File: src/rtl/sysid_check_arbiter.sv
// Verifies the system-ID slave contents after reset (and optionally on a timer),
// then shares the slave between two Avalon-MM read masters with round-robin arbitration.
module sysid_check_arbiter #(
    parameter logic [31:0] EXPECTED_ID    = 32'd29,
    parameter logic [31:0] EXPECTED_TS    = 32'd1718188374,
    parameter int unsigned RECHECK_PERIOD = 0
) (
    input  logic        clock,
    input  logic        reset_n,
    output logic        sysid_address,
    input  logic [31:0] sysid_readdata,
    input  logic        m0_read,
    input  logic        m0_address,
    output logic        m0_waitrequest,
    output logic [31:0] m0_readdata,
    output logic        m0_readdatavalid,
    input  logic        m1_read,
    input  logic        m1_address,
    output logic        m1_waitrequest,
    output logic [31:0] m1_readdata,
    output logic        m1_readdatavalid,
    input  logic        irq_clear,
    output logic        check_done,
    output logic        id_ok,
    output logic        ts_ok,
    output logic        mismatch_irq
);

    localparam logic [1:0] CHK_ID = 2'd0;
    localparam logic [1:0] CHK_TS = 2'd1;
    localparam logic [1:0] IDLE   = 2'd2;

    localparam logic        RECHECK_EN  = (RECHECK_PERIOD != 0);
    localparam logic [31:0] PERIOD_LAST = RECHECK_PERIOD - 32'd1;

    logic [1:0]  state_q, state_d;
    logic        lastGrant_q, lastGrant_d;
    logic        pending_q, pending_d;
    logic        started_q, started_d;
    logic [31:0] counter_q, counter_d;
    logic        idOk_q, idOk_d;
    logic        tsOk_q, tsOk_d;
    logic        checkDone_q, checkDone_d;
    logic        irq_q, irq_d;
    logic [31:0] m0Data_q, m0Data_d;
    logic [31:0] m1Data_q, m1Data_d;
    logic        m0Valid_q, m0Valid_d;
    logic        m1Valid_q, m1Valid_d;

    logic canGrant;
    logic grant0;
    logic grant1;
    logic wrap;
    logic irqSet;

    // lastGrant_q = 1 means m1 was served last, so m0 wins the next tie.
    always_comb begin
        canGrant = reset_n && (state_q == IDLE) && !pending_q;
        grant0   = canGrant && m0_read && (!m1_read || lastGrant_q);
        grant1   = canGrant && m1_read && !grant0;
        wrap     = RECHECK_EN && started_q && (counter_q == PERIOD_LAST);
    end

    assign m0_waitrequest = m0_read && !grant0;
    assign m1_waitrequest = m1_read && !grant1;

    always_comb begin
        state_d       = state_q;
        lastGrant_d   = lastGrant_q;
        started_d     = started_q;
        counter_d     = counter_q;
        idOk_d        = idOk_q;
        tsOk_d        = tsOk_q;
        checkDone_d   = checkDone_q;
        m0Data_d      = m0Data_q;
        m1Data_d      = m1Data_q;
        m0Valid_d     = 1'b0;
        m1Valid_d     = 1'b0;
        irqSet        = 1'b0;
        sysid_address = 1'b0;

        case (state_q)
            CHK_ID: begin
                sysid_address = 1'b0;
                idOk_d        = (sysid_readdata == EXPECTED_ID);
                state_d       = CHK_TS;
            end
            CHK_TS: begin
                sysid_address = 1'b1;
                tsOk_d        = (sysid_readdata == EXPECTED_TS);
                checkDone_d   = 1'b1;
                irqSet        = !idOk_q || (sysid_readdata != EXPECTED_TS);
                started_d     = 1'b1;
                state_d       = IDLE;
            end
            IDLE: begin
                if (pending_q) begin
                    state_d = CHK_ID;
                end else begin
                    if (grant0) begin
                        sysid_address = m0_address;
                        m0Data_d      = sysid_readdata;
                        m0Valid_d     = 1'b1;
                        lastGrant_d   = 1'b0;
                    end else if (grant1) begin
                        sysid_address = m1_address;
                        m1Data_d      = sysid_readdata;
                        m1Valid_d     = 1'b1;
                        lastGrant_d   = 1'b1;
                    end
                    // A wrap seen in IDLE starts the recheck right away, so masters lose only the two check cycles.
                    if (wrap) begin
                        state_d = CHK_ID;
                    end
                end
            end
            default: state_d = CHK_ID;
        endcase

        if (RECHECK_EN && started_q) begin
            counter_d = wrap ? 32'd0 : counter_q + 32'd1;
        end

        // A wrap during a check is remembered until the next IDLE cycle.
        if ((state_q == IDLE) && (state_d == CHK_ID)) begin
            pending_d = 1'b0;
        end else if (wrap) begin
            pending_d = 1'b1;
        end else begin
            pending_d = pending_q;
        end

        if (irqSet) begin
            irq_d = 1'b1;
        end else if (irq_clear) begin
            irq_d = 1'b0;
        end else begin
            irq_d = irq_q;
        end
    end

    always_ff @(posedge clock) begin
        if (!reset_n) begin
            state_q     <= CHK_ID;
            lastGrant_q <= 1'b1;
            pending_q   <= 1'b0;
            started_q   <= 1'b0;
            counter_q   <= 32'd0;
            idOk_q      <= 1'b0;
            tsOk_q      <= 1'b0;
            checkDone_q <= 1'b0;
            irq_q       <= 1'b0;
            m0Data_q    <= 32'd0;
            m1Data_q    <= 32'd0;
            m0Valid_q   <= 1'b0;
            m1Valid_q   <= 1'b0;
        end else begin
            state_q     <= state_d;
            lastGrant_q <= lastGrant_d;
            pending_q   <= pending_d;
            started_q   <= started_d;
            counter_q   <= counter_d;
            idOk_q      <= idOk_d;
            tsOk_q      <= tsOk_d;
            checkDone_q <= checkDone_d;
            irq_q       <= irq_d;
            m0Data_q    <= m0Data_d;
            m1Data_q    <= m1Data_d;
            m0Valid_q   <= m0Valid_d;
            m1Valid_q   <= m1Valid_d;
        end
    end

    assign m0_readdata      = m0Data_q;
    assign m1_readdata      = m1Data_q;
    assign m0_readdatavalid = m0Valid_q;
    assign m1_readdatavalid = m1Valid_q;
    assign check_done       = checkDone_q;
    assign id_ok            = idOk_q;
    assign ts_ok            = tsOk_q;
    assign mismatch_irq     = irq_q;

endmodule

File: config.mk
export PLATFORM = sky130hd
export DESIGN_NAME = sysid_check_arbiter
export DESIGN_NICKNAME = d
export VERILOG_FILES = /design/src/rtl/sysid_check_arbiter.sv
export SDC_FILE = /design/constraint.sdc
export NUM_CORES = 1
export LEC_CHECK = 0
export CAP_MARGIN = 15
export CORE_MARGIN = 2
export CORE_UTILIZATION = 43
export DETAILED_ROUTE_END_ITERATION = 6
export GPL_TIMING_DRIVEN = 0
export PLACE_DENSITY = 0.81
export RECOVER_POWER = 50
export SLEW_MARGIN = 20
export SYNTH_ARGS = -nofsm -noshare
export SYNTH_HDL_FRONTEND = slang
export SYNTH_SLANG_ARGS = --single-unit
File: constraint.sdc
create_clock -name clock -period 2.1 [get_ports clock]
set_input_delay 0.315 -clock clock [delete_from_list [all_inputs] [get_ports clock]]
set_output_delay 0.315 -clock clock [all_outputs]
set_load 0.01 [all_outputs]
==> impl_metrics.yaml, run 1 <==
cts:
  cts_made_buffers: 9
  cts_max_level: 3
  cts_tree: "built"
  clock_latency_ps: 340
  clk_pin_slew_worst_paths_ps: 70
  clockBufferDepth: 2
  cts_num_sinks: 73
  root_buffer: "clkbuf_8"
routing:
  drc: 0
  drt_pass1_iterations: 4
  wirelength_um: 7870
  wl_per_cell_um: 15.5
  vias_per_cell: 4.94
  drtAntennaViolNets: 0
  dr_total_vias: 2508
  detailedRoute.firstIterationViolations: 93
grt:
  grt_pass1_wl_um: 12700
  grtUsageMet2_pct: 39.5
  busiest_layer: "met2"
  antenna_found_initial: 0
  grt_use_met1_pct: 25.4
  grt_max_degree: 13
  globalRouteOverflowTotal: 0
  grt_use_met3_pct: 5.81
  grt_pass1_vias: 2636
  grtUsageTotal_pct: 22.1
placed_design:
  placed_cells: 489
  place_worst_setup_slack_ps: -485
  placed_area_um2: 4100
  io_buffers: 110
  hpwlAfterDp_um: 5980
  place_congestion: 0.809
timing:
  finalMaxSlewViolations: 0
  hold_ws_ps: 371
  max_freq_ghz: 0.493
  hold_violations: 0
  worst_slew_pin_slew_ps: 574
  skew_ps: 4.71
  fin_crit_ps: 2030
  setup_viol: 0
  maxSlewHeadroom_pct: 61.2
  finalWorstSetupSlack_ps: 72.2
  rsz0062_at_grt: "no"
  timing.final.crit_share_pct: 96.6
cells_and_area:
  area_delta_synth_final_pct: 51.2
  layout-drive-gt1-share_pct: 8.35
  multiInputGateArea_um2: 1230
  fin_nets: 469
  fillCellCount: 551
  insertedDiodeCount: 0
  final_cells: 508
  seq_area_um2: 1460
  final_area_um2: 4390
power_and_ir_drop:
  p_sw_share_pct: 23.0
  vdd.ir_drop.worst_mv: 0.487
  power.leakage_nw: 1.92
  p_seq_share_pct: 47.2
  p_per_area_nw_per_um2: 703
  internal-power_mw: 2.38
  comb_power_share_pct: 12.6
  design_power_total_mw: 3.09
  clock_power_share_pct: 40.1
  p_sw_mw: 0.711
synthesis:
  yosysWarnings: 0
  ys_types: 28
  postSynth.asyncResetShare_pct: 0
  yosys.area.top_type: "dfxtp_1"
  ys_seq_area_share_pct: 50.3
  ys_ff_latch: 73
  synth_top_area_share_pct: 50.3
  synthCells: 302
  synth.cell_area_um2: 2900
  synth-edff-count: 0
  synth_area_leaders: "dfxtp_1 (50%), mux2i_1 (23%), nand2_1 (8.8%), inv_1 (4.9%), ha_1 (1.7%)"
  synth_ff_type: "dfxtp_1"
  synth_area_per_cell_um2: 9.62
  synth_nets: 345
floorplan:
  core_region_area_um2: 6460
  io_pins: 112
  initial_core_util_pct: 45.0
  dieArea_um2: 7430
  die_w_um: 86.2
  die_h_um: 86.2
  rows: 29
critical_path:
  arrival_ps: 1710
  worstSetupPathType: "register to output port"
  path_max_fanout: 8
  worst_ep_required_time_ps: 1780
  worst_setup_path_start_kind: "register"
  endpoint_kind: "output port"
job:
  maxCapViolations: 0
worst_hold_path:
  hp-class: "input port to register"
status:
  outcome: "finished, final reports clean"
-- timing repair --
item | 4_1_cts | 5_1_grt
endpoints found under the setup margin | 3 | 2
pin swaps | 0 | 0
gates resized for setup | 19 | 3
hold buffers | 0 | 0
buffers inserted | 2 | 1
-- worst max-delay path, cell delays in order (launching register included) --
cell and delay, ps:
dfxtp_2 350, inv_2 50, ha_2 180, and2_4 150, and3_1 170, buf_6 150, nor2b_2 100, clkdlybuf4s15_2 220
-- area by class of cell --
class | count | area share [%]
sequential | 73 | 33.3
tap | 77 | 2.19
timing repair buffer | 113 | 25.5
multi-input combinational | 175 | 28.0
inverter | 38 | 3.25
clock buffer | 12 | 3.53
clock inverter | 4 | 1.71
buffer | 16 | 2.54
-- worst paths after layout --
check,endpoint,cells past startpoint,start,slack (ps)
setup / recovery,m0_waitrequest,7,state_q[0]$_SDFFE_PN0P_,70
hold reg to reg,m0_readdata[15]$_SDFFE_PN0P_,2,m0_readdata[15]$_SDFFE_PN0P_,460
hold / removal,state_q[0]$_SDFFE_PN0P_,3,reset_n,370
setup reg to reg,m1_readdata[7]$_SDFFE_PN0P_,8,state_q[0]$_SDFFE_PN0P_,500
-- synthesized netlist by cell type, types with 2 or more instances --
library cell / n
nand2_1: 68
buf_4: 5
nand4_1: 5
nand4b_1: 2
ha_1: 4
inv_1: 38
nand3_1: 3
clkbuf_1: 7
dfxtp_1: 73
nor2_1: 5
o41ai_1: 2
nand2b_1: 2
nor4_1: 2
nor4b_1: 3
and2_1: 2
buf_2: 4
mux2i_1: 66
-- cell usage in the layout (no fill, tap or decap), types with 2 or more instances in the layout --
master and instances:
o41ai_1 2, nor4b_1 3, nand4_1 5, dfxtp_1 72
clkinvlp_4 2, clkdlybuf4s50_1 107, inv_1 37, clkbuf_1 8
bufinv_16 2, nand2b_1 2, clkbuf_8 11, nor4_1 2
nor2_1 5, mux2i_1 66, ha_1 3, nand4b_1 2
buf_2 2, nand3_1 2, buf_6 2, nand2_1 68
buf_4 8
-- cells by family after synthesis --
kind of cell	count (synthesis)	share of synthesized area (%)
compound gates	7	1.98
fa+ha+maj	4	1.72
buf+inv	54	7.80
flops	73	50.3
mux	66	22.7
simple gates	98	15.4
-- registers in the layout, summed over array words and instances, names as in the netlist --
name and count:
check_done 1, m0_readdatavalid 1, state_q 2, m1_readdata 32, id_ok 1, mismatch_irq 1
lastGrant_q 1, ts_ok 1, m0_readdata 32, m1_readdatavalid 1
-- through the flow --
step,utilization (%),TNS [ps]
2_1_floorplan,-,0
3_3_place_gp,63.5,-708
3_5_place_dp,63.5,-758
4_1_cts,67.7,0
5_1_grt,68.0,0
6_report,68.0,0
-- metal layers --
| layer | wire length [um] | up-vias |
|---|---|---|
| li1 | - | 1233 |
| met1 | 3270 | 1190 |
| met2 | 4070 | 77 |
| met3 | 431 | 8 |
| met4 | 94 | 0 |
| met5 | 0 | - |
-- power groups by stage --
| stage | Sequential [mW] | Clock (mW) | Combinational, mW |
|---|---|---|---|
| 4_1_cts | 1.46 | 1.27 | 0.384 |
| 3_3_place_gp | 1.48 | 0 | 0.373 |
| 5_1_grt | 1.46 | 1.32 | 0.422 |
| 6_report | 1.46 | 1.24 | 0.390 |
| 2_1_floorplan | 1.50 | 0 | 0.144 |
| 3_5_place_dp | 1.49 | 0 | 0.378 |
No activity file was read; power rests on OpenSTA's default activity.
==> run 2: changes to the inputs <==
- CORE_UTILIZATION: 43 -> 45
- PLACE_DENSITY: 0.81 -> 0.84
- REMOVE_ABC_BUFFERS: unset -> 1
- clock period: 2.1 -> 2.55 ns (I/O delays scaled with it)
==> impl_metrics.yaml, run 2 (synthesized netlist as in run 1, its figures left out) <==
routing:
  drc: 0
  met2_length_um: 4030
  wl_per_cell_um: 15.4
  wirelength_um: 7610
  dr_total_vias: 2488
  detailedRoute.firstIterationViolations: 80
  vias_per_cell: 5.04
  drtAntennaViolNets: 0
  wl_met1_um: 3090
  drt_pass1_iterations: 4
  topRoutingLayerUsed: "met4"
  met3WireLength_um: 408
timing:
  hold_ws_ps: 454
  timing.final.crit_share_pct: 93.4
  hold_violations: 0
  finalMaxSlewViolations: 0
  fin_crit_ps: 2380
  maxSlewHeadroom_pct: 55.2
  setup_viol: 0
  worst_slew_pin_slew_ps: 670
  rsz0062_at_grt: "no"
  skew_ps: 4.05
  finalWorstSetupSlack_ps: 169
  tns_ps: 0
  max_freq_ghz: 0.420
worst_hold_path:
  hold_end: "m1_readdata[10]$_SDFFE_PN0P_"
  hp-class: "register to register"
  holdPathStages: 2
  hp-start: "m1_readdata[10]$_SDFFE_PN0P_"
cells_and_area:
  layout-drive-gt1-share_pct: 6.00
  final_common_cell: "dfxtp_1"
  final_cells: 494
  fin_nets: 455
  seq_area_um2: 1460
  final_cell_mix: "dfxtp_1 (73), nand2_1 (68), mux2i_1 (66)"
  area_delta_synth_final_pct: 49.0
  fillCellCount: 490
  multiInputGateArea_um2: 1240
  finish.utilization_pct: 68.9
  insertedDiodeCount: 0
  final_area_um2: 4330
grt:
  grt_pass1_vias: 2581
  grt_max_degree: 71
  globalRouteOverflowTotal: 0
  grt_pass1_wl_um: 12300
  grtUsageTotal_pct: 21.7
  antenna_found_initial: 0
power_and_ir_drop:
  p_per_area_nw_per_um2: 597
  design_power_total_mw: 2.58
  vdd.ir_drop.worst_mv: 0.413
  p_sw_mw: 0.577
  comb_power_share_pct: 11.6
  internal-power_mw: 2.01
  clock_power_share_pct: 42.1
  p_seq_share_pct: 46.3
  power.leakage_nw: 2.10
  p_sw_share_pct: 22.3
critical_path:
  worstSetupPathType: "register to output port"
  crit_chain: "inv_1, ha_2, and2_4, and3_4, nor2b_1, clkdlybuf4s50_1"
  rrSetupSlack_ps: 690
  critical_path_buf_inv_count: 2
  worst_setup_path_start_kind: "register"
  reg2reg_depth: 6
  worstReg2RegEnd: "m1_readdata[27]$_SDFFE_PN0P_"
  worst_path_largest_cell_delay_ps: 540
  timing.rr.start: "state_q[0]$_SDFFE_PN0P_"
  path_max_fanout: 5
  cp_top_family: "buffers and inverters"
  arrival_ps: 2000
  endpoint_kind: "output port"
  critPathSlowestCell: "clkdlybuf4s50_1"
  worst_ep_required_time_ps: 2170
cts:
  cts_num_sinks: 73
  clk_pin_slew_worst_paths_ps: 70
  cts_max_level: 3
  clock_latency_ps: 330
  cts_made_buffers: 9
  holdBufCountCts: 0
  root_buffer: "clkbuf_8"
  cts_tree: "built"
  clockBufferDepth: 2
floorplan:
  dieArea_um2: 7110
  initial_core_util_pct: 46.3
  die_w_um: 84.3
  io_pins: 112
  rows: 29
  core_region_area_um2: 6280
  die_h_um: 84.3
placed_design:
  placed_area_um2: 4060
  place_worst_setup_slack_ps: -557
  place_congestion: 0.781
  placed_cells: 475
  io_buffers: 111
  hpwlAfterDp_um: 5220
status:
  outcome: "finished, final reports clean"
job:
  maxCapViolations: 0
[run 2: cell type report]
| class | count | share of cell area, % |
|---|---|---|
| Clock buffer | 10 | 3.18 |
| Clock inverter | 6 | 2.43 |
| Inverter | 38 | 3.30 |
| Multi-Input combinational cell | 176 | 28.6 |
| Sequential cell | 73 | 33.8 |
| Tap cell | 77 | 2.23 |
| Timing Repair Buffer | 114 | 26.5 |
[run 2: worst max path at each step]
| stage | start | end | slack (ps) | cells past startpoint |
|---|---|---|---|---|
| 2_1_floorplan | state_q[0]$_SDFFE_PN0P_ | m1_waitrequest | -340 | 5 |
| 3_3_place_gp | reset_n | m1_waitrequest | -3630 | 5 |
| 3_5_place_dp | reset_n | m1_waitrequest | -560 | 5 |
| 4_1_cts | state_q[0]$_SDFFE_PN0P_ | sysid_address | 0.1 | 6 |
| 5_1_grt | state_q[0]$_SDFFE_PN0P_ | m0_waitrequest | 90 | 6 |
| 6_report | state_q[0]$_SDFFE_PN0P_ | m0_waitrequest | 170 | 6 |
[run 2: power groups by stage]
stage | clock, mW | combinational, mW | sequential, mW
final | 1.09 | 0.300 | 1.20
after global routing | 1.16 | 0.325 | 1.20
after CTS | 1.10 | 0.312 | 1.20
after detailed placement | 0 | 0.303 | 1.22
after global placement | 0 | 0.298 | 1.22
after floorplan | 0 | 0.103 | 1.24
[run 2: worst min-delay path, delay by kind of cell, from the launching register on]
family | cells | cell delay, ps
multiplexers | 1 | 50
flip-flops | 1 | 310
AND/OR/NAND/NOR | 1 | 50
[run 2: repair_timing]
action,CTS,global route
buffers inserted,2,0
pin swaps,2,0
resized for setup,3,3
endpoints found under the setup margin,3,2
cloned,1,0
[run 2: per-layer routing]
layer / up-vias / global-route usage [%]
li1: 1211 / -
met5: - / 0
met3: 11 / 4.62
met4: 0 / 6.64
met2: 82 / 39.8
met1: 1184 / 25.3
==> run 3: changes to the inputs <==
==> constraint.sdc (replaced) <==
create_clock -name clock -period 2.55 [get_ports clock]
set_input_delay 0.3825 -clock clock [delete_from_list [all_inputs] [get_ports clock]]
set_output_delay 0.3825 -clock clock [all_outputs]
set_load 0.005 [all_outputs]
==> impl_metrics.yaml, run 3 (synthesized netlist as in run 1, its figures left out) <==
status:
  outcome: "finished, final reports clean"
routing:
  vias_per_cell: 5.06
  wirelength_um: 7630
  drc: 0
  detailedRoute.firstIterationViolations: 80
  drt_pass1_iterations: 4
  drtAntennaViolNets: 0
  dr_total_vias: 2498
  wl_per_cell_um: 15.4
critical_path:
  cp_top_family: "buffers and inverters"
  critical_path_buf_inv_count: 2
  endpoint_kind: "output port"
  crit_chain: "inv_1, ha_2, and2_4, a41oi_1, a21boi_0, clkdlybuf4s50_1"
  rrSetupSlack_ps: 670
  worst_ep_required_time_ps: 2170
  critPathSlowestCell: "clkdlybuf4s50_1"
  worst_path_largest_cell_delay_ps: 530
  worst_setup_path_start_kind: "register"
  arrival_ps: 2060
  worstReg2RegEnd: "m0_readdata[24]$_SDFFE_PN0P_"
  path_max_fanout: 5
  reg2reg_depth: 7
  worstSetupPathType: "register to output port"
  timing.rr.start: "state_q[0]$_SDFFE_PN0P_"
timing:
  hold_violations: 0
  finalWorstSetupSlack_ps: 104
  rsz0062_at_grt: "no"
  skew_ps: 3.80
  fin_crit_ps: 2450
  setup_viol: 0
  finalMaxSlewViolations: 0
  maxSlewHeadroom_pct: 55.7
  tns_ps: 0
  hold_ws_ps: 458
  max_freq_ghz: 0.409
  timing.final.crit_share_pct: 95.9
  worst_slew_pin_slew_ps: 663
floorplan:
  io_pins: 112
  die_w_um: 84.3
  rows: 29
  core_region_area_um2: 6280
  dieArea_um2: 7110
  die_h_um: 84.3
  initial_core_util_pct: 46.3
placed_design:
  placed_cells: 475
  place_worst_setup_slack_ps: -524
  io_buffers: 111
  place_congestion: 0.781
  hpwlAfterDp_um: 5220
  placed_area_um2: 4060
cts:
  clk_pin_slew_worst_paths_ps: 70
  cts_num_sinks: 73
  clockBufferDepth: 2
  cts_made_buffers: 9
  cts_max_level: 3
  cts_tree: "built"
  clock_latency_ps: 330
  root_buffer: "clkbuf_8"
power_and_ir_drop:
  p_sw_mw: 0.564
  internal-power_mw: 2.02
  clock_power_share_pct: 42.0
  p_per_area_nw_per_um2: 595
  comb_power_share_pct: 11.5
  p_sw_share_pct: 21.9
  vdd.ir_drop.worst_mv: 0.413
  p_seq_share_pct: 46.4
  design_power_total_mw: 2.58
  power.leakage_nw: 1.88
grt:
  grt_pass1_vias: 2581
  grtUsageTotal_pct: 21.7
  grt_max_degree: 71
  antenna_found_initial: 0
  globalRouteOverflowTotal: 0
  grt_pass1_wl_um: 12300
cells_and_area:
  finish.utilization_pct: 69.1
  insertedDiodeCount: 0
  final_common_cell: "clkdlybuf4s50_1"
  area_delta_synth_final_pct: 49.4
  final_cell_mix: "clkdlybuf4s50_1 (110), dfxtp_1 (73), nand2_1 (68)"
  fin_nets: 455
  final_cells: 494
  layout-drive-gt1-share_pct: 6.24
  final_area_um2: 4340
worst_hold_path:
  holdPathStages: 2
  hold_end: "m1_readdata[10]$_SDFFE_PN0P_"
  hp-class: "register to register"
  hp-start: "m1_readdata[10]$_SDFFE_PN0P_"
job:
  maxCapViolations: 0
-- run 3: changes by cell type in the layout (fill, tap and decap cells not counted), sizes merged --
cell	delta
buf	+1
dlymetal6s2s	-1
clkbuf	-1
dlygate4sd3	-60
clkdlybuf4s50	+61
-- run 3: final cells by class --
cell class / count / area, um^2
fill: 488 / 1940
sequential: 73 / 1460
inverter: 38 / 143
timing repair buffer: 114 / 1150
clock buffer: 10 / 138
tap: 77 / 96.3
clock inverter: 6 / 105
multi-input combinational: 176 / 1250
-- run 3: what timing repair did --
| action | 4_1_cts | 5_1_grt |
|---|---|---|
| gates cloned | 1 | 0 |
| resized for setup | 3 | 2 |
| setup endpoints to repair | 2 | 2 |
| buffers inserted | 2 | 0 |
| hold buffers | 0 | 0 |
| pin swaps | 2 | 0 |
-- run 3: worst max path at each step --
stage | from | endpoint | slack (ps) | depth (start not counted)
floorplan | state_q[0]$_SDFFE_PN0P_ | m1_waitrequest | -310 | 5
global placement | reset_n | m1_waitrequest | -3590 | 5
detailed placement | reset_n | m1_waitrequest | -520 | 5
CTS | state_q[0]$_SDFFE_PN0P_ | sysid_address | 40 | 6
global route | state_q[0]$_SDFFE_PN0P_ | sysid_address | 2 | 6
finish | state_q[0]$_SDFFE_PN0P_ | sysid_address | 100 | 6
-- run 3: layer usage --
layer / wire, um / GRT usage, % / up-vias
li1: - / - / 1208
met1: 3150 / 25.3 / 1197
met2: 4010 / 39.8 / 80
met3: 371 / 4.62 / 13
met4: 99 / 6.64 / 0
met5: 0 / 0 / -
-- run 3: worst register-to-register path, stage by stage, from the launching register on --
cell and delay, ps:
dfxtp_1 330, inv_1 110, ha_2 230, and2_4 210, and3_4 210, buf_4 250
buf_12 250, mux2i_1 220
-- run 3: power groups by stage --
stage,combinational (mW),sequential (mW),clock [mW]
floorplan,0.102,1.23,0
global placement,0.283,1.22,0
CTS,0.297,1.20,1.10
global route,0.323,1.20,1.16
detailed placement,0.289,1.22,0
finish,0.298,1.20,1.08
==> patch 1: new RTL, settings of run 2 <==
Register the output `mismatch_irq` once more, without a reset; this adds one clock of latency there. The other outputs are not delayed to match.
--- a/src/rtl/sysid_check_arbiter.sv
+++ b/src/rtl/sysid_check_arbiter.sv
@@ -180,3 +180,5 @@
     assign ts_ok            = tsOk_q;
-    assign mismatch_irq     = irq_q;
+    always_ff @(posedge clock) begin
+        mismatch_irq <= irq_q;
+    end
 
Check against the original RTL: not equivalent (Yosys sat finds a counterexample within 4 cycles, from zero or initial values and one cycle with reset_n low).
==> patch 1 against run 2 <==
- fmax rose by 1.7%
- sequential cell count rose by 1
- synthesized area rose by 0.69%
- total power rose by 0.51%
- synthesized cell count rose by 0.33%
- worst hold slack got worse by 0.090 ns
- critical path depth did not move
- die area rose by 0.65%
- via count fell by 1.8%
- worst setup slack improved by 0.039 ns
- count of clock-buffer cells in the layout fell by 1
- critical endpoint is now m1_waitrequest
- routed wire length fell by 2.7%
- design area rose by 0.35%
==> patch 1: results (changes against run 2) <==
WL met2: 3.67 mm (was 4.03 mm)
Metal3 WL: 493 um (was 408 um)
Avg Inst Size Synth: 9.65 sq um (was 9.62 sq um)
DP Wirelength: 5.05 mm (was 5.22 mm)
Multi-input gate area: 1230 sq um (was 1240 sq um)
Met2 Usage GRT: 0.368 (was 0.398)
Ranking of synthesized cells by area: dfxtp_1 (51%), mux2i_1 (23%), nand2_1 (8.7%), inv_1 (4.9%), ha_1 (1.7%) (was dfxtp_1 (50%), mux2i_1 (23%), nand2_1 (8.8%), inv_1 (4.9%), ha_1 (1.7%))
Leak: 2.08 nW (was 2.10 nW)
Final WL: 7.40 mm (was 7.61 mm)
Layout cell share with drive strength beyond 1: 0.0574 (was 0.0600)
Worst slack at placement: -0.559 ns (was -0.557 ns)
Synth cell count leaders: dfxtp_1 (74), nand2_1 (68), mux2i_1 (66) (was dfxtp_1 (73), nand2_1 (68), mux2i_1 (66))
Seq_cells: 74 (was 73)
Filler cell count: 504 (was 490)
Final clock-cell share: 0.0556 (was 0.0561)
WL met1: 3.15 mm (was 3.09 mm)
Clk_skew: 0.00750 ns (was 0.00405 ns)
Non-clk buf share: 0.264 (was 0.265)
VDD IR max: 0.375 mV (was 0.413 mV)
GPL Wtd Cong: 0.747 (was 0.781)
First DRT Iteration DRCs: 41 (was 80)
Hold Crit Depth: 0 (was 2)
Status: complete, no violations (unchanged)
Vias in the first global route: 2514 (was 2581)
CP arrival: 1.96 ns (was 2.00 ns)
Fraction of area in registers: 0.341 (was 0.338)
==> patch 1: cell count changes in the layout (fill, tap and decap cells not counted) <==
cell,run 2,this run
clkbuf_8,10,9
clkdlybuf4s50_1,49,55
clkinv_2,3,2
clkinv_4,0,2
dfxtp_1,73,74
dlygate4sd2_1,0,1
dlygate4sd3_1,60,53
ha_1,3,4
ha_2,1,0
==> patch 1: logic make-up after synthesis <==
kind of cell               Yosys count  share of synthesized area
DFF                                 74                      0.507
muxes                               66                      0.226
and+or+nand+nor                     98                      0.153
AOI/OAI and AO/OA                    7                     0.0197
adders and majority gates            4                     0.0171
buffers and inverters               54                     0.0775
==> patch 1: path summary, 6_finish.rpt <==
kind | from | endpoint | slack (ns)
setup / recovery | state_q[0] | m1_waitrequest | 0.21
hold / removal | irq_q | mismatch_irq | 0.36
setup reg to reg | state_q[0] | m1_readdata[17] | 0.65
hold reg to reg | irq_q | mismatch_irq | 0.36
==> patch 1: metrics by stage <==
stage | total power, mW | cell area (sq um)
3_5_place_dp | 1.55 | 4080
2_1_floorplan | 1.36 | 2840
5_1_grt | 2.70 | 4340
6_report | 2.60 | 4340
4_1_cts | 2.64 | 4350
3_3_place_gp | 1.54 | 4050
==> patch 1: power breakdown <==
part           switching, mW  total, mW  internal, mW
Sequential            0.0196       1.21          1.19
Combinational          0.139      0.297         0.157
Clock                  0.435       1.09         0.650
Total                  0.594       2.60          2.00
==> patch 1: worst max-delay path: stages (launching register included) <==
cell             delay, ns
dfxtp_1               0.35
inv_1                 0.08
ha_1                  0.25
and2_4                0.18
nand3_1               0.11
and2_1                0.13
clkdlybuf4s50_1       0.52
==> patch 1: what timing repair did <==
action	4_1_cts	5_1_grt
pin swaps	2	0
endpoints found under the setup margin	3	1
gates cloned	1	0
resized for setup	4	2
buffers inserted	2	0
==> patch 2: new RTL, config.mk and constraints of run 2 <==
Without the edit above. The parameter `EXPECTED_TS` goes from 32'd1718188374 to 32'd859094187.
--- a/src/rtl/sysid_check_arbiter.sv
+++ b/src/rtl/sysid_check_arbiter.sv
@@ -4,3 +4,3 @@
     parameter logic [31:0] EXPECTED_ID    = 32'd29,
-    parameter logic [31:0] EXPECTED_TS    = 32'd1718188374,
+    parameter logic [31:0] EXPECTED_TS    = 32'd859094187,
     parameter int unsigned RECHECK_PERIOD = 0
Formal check against the unedited RTL: not equivalent (a bounded check fails within 4 cycles, from zero or initial values and one cycle with reset_n low).
==> patch 2 against run 2 <==
- cell count down 0.61%
- design area fell by 1.7%
- total power decreased by 11%
- worst setup slack worse by 0.042 ns
- critical path depth did not move
- largest power group unchanged
- synthesized area about the same
- routed wire length shrank 1.9%
- first-iteration DRC count increased by 24%
- register-to-register slack lost 0.02 ns
- synthesized cell count unchanged
- clock power is 26% lower
- sequential cell count is the same
==> patch 2: results (changes against run 2) <==
Clock latency on the worst-skew pair: 0.33 ns (about the same)
Ranking of synthesized cells by area: dfxtp_1 (50%), mux2i_1 (23%), nand2_1 (8.8%), inv_1 (4.9%), ha_1 (1.7%) (unchanged)
Filler cell count: 515 (was 490)
Number of buffers created by CTS: 9 (unchanged)
Final clock-cell share: 0.0397 (was 0.0561)
Inverters, non-clock: 38 (unchanged)
First-pass GRT wire length: 12.2 mm (was 12.3 mm)
Status: complete, no violations (unchanged)
Initial antenna violation count: 0 (unchanged)
DP Wirelength: 5.01 mm (was 5.22 mm)
GRT Overall Usage: 0.216 (was 0.217)
Clk_skew: 0.00503 ns (was 0.00405 ns)
Leak: 2.06 nW (was 2.10 nW)
First DRT Iteration DRCs: 99 (was 80)
Slew @ Worst Pin: 0.648 ns (was 0.670 ns)
CP arrival: 2.04 ns (was 2.00 ns)
Routed vias/inst: 5.06 (was 5.04)
Vias in the first global route: 2580 (was 2581)
Core area: 6310 sq um (was 6280 sq um)
Hold Crit Start: m0_readdata[1] (was m1_readdata[10])
Seq_cells: 73 (unchanged)
CP top delay family: buffers and inverters (unchanged)
Non-clk buf share: 0.270 (was 0.265)
Post-synthesis sequential area ratio: 0.503 (about the same)
Largest stage delay, worst path: 0.56 ns (was 0.54 ns)
Fraction of area in multi-input gates: 0.290 (was 0.286)
Clock buffer count: 13 (was 10)
Clock root cell: clkbuf_8 (unchanged)
Worst slack at placement: -0.545 ns (was -0.557 ns)
Layout cell share with drive strength beyond 1: 0.0507 (was 0.0600)
Pint: 1.75 mW (was 2.01 mW)
FF+latch area: 1460 sq um (unchanged)
VDD IR max: 0.359 mV (was 0.413 mV)
Cell Area, Placed: 4060 sq um (about the same)
Final WL: 7.46 mm (was 7.61 mm)
GPL Wtd Cong: 0.769 (was 0.781)
==> patch 2: metrics by stage <==
stage	util	setup TNS [ns]	std cells	hold WS [ns]
2_1_floorplan	-	-0.361	286	0.471
3_3_place_gp	0.638	-178.14	474	0.442
5_1_grt	0.673	0	491	0.470
4_1_cts	0.675	0	491	0.459
3_5_place_dp	0.643	-0.695	475	0.448
6_report	0.673	0	491	0.456
==> patch 2: power groups by stage <==
| stage | registers (mW) | logic, mW | clock network (mW) |
|---|---|---|---|
| 5_1_grt | 1.20 | 0.326 | 0.876 |
| 4_1_cts | 1.20 | 0.313 | 0.819 |
| 6_report | 1.20 | 0.301 | 0.806 |
| 2_1_floorplan | 1.24 | 0.103 | 0 |
| 3_5_place_dp | 1.23 | 0.303 | 0 |
| 3_3_place_gp | 1.22 | 0.297 | 0 |
==> patch 2: what timing repair did <==
action	CTS	global route
pin swaps	2	0
cloned	1	0
endpoints found under the setup margin	3	3
buffers inserted	2	0
resized for setup	3	3
==> patch 2: worst paths after layout <==
kind | to | slack, ns
min reg2reg | m0_readdata[1] | 0.46
max reg2reg | m1_readdata[31] | 0.67
min | m0_readdata[1] | 0.46
max | m0_waitrequest | 0.13
==> patch 2: metal layers <==
layer  vias to the layer above  global-route usage  routed length (um)
met5                         -                   0                   0
met4                         0              0.0866                 163
met3                        17              0.0649                 427
met2                        85               0.376                3750
met1                      1178               0.247                3120
li1                       1205                   -                   -
==> patch 2: logic make-up after synthesis <==
kind of cell / Yosys count / share of synthesized area
AND/OR/NAND/NOR: 98 / 0.154
AO/OA/AOI/OAI: 7 / 0.0198
buffers and inverters: 54 / 0.0788
multiplexers: 66 / 0.227
flip-flops: 73 / 0.503
adder cells (fa/ha/maj): 4 / 0.0172
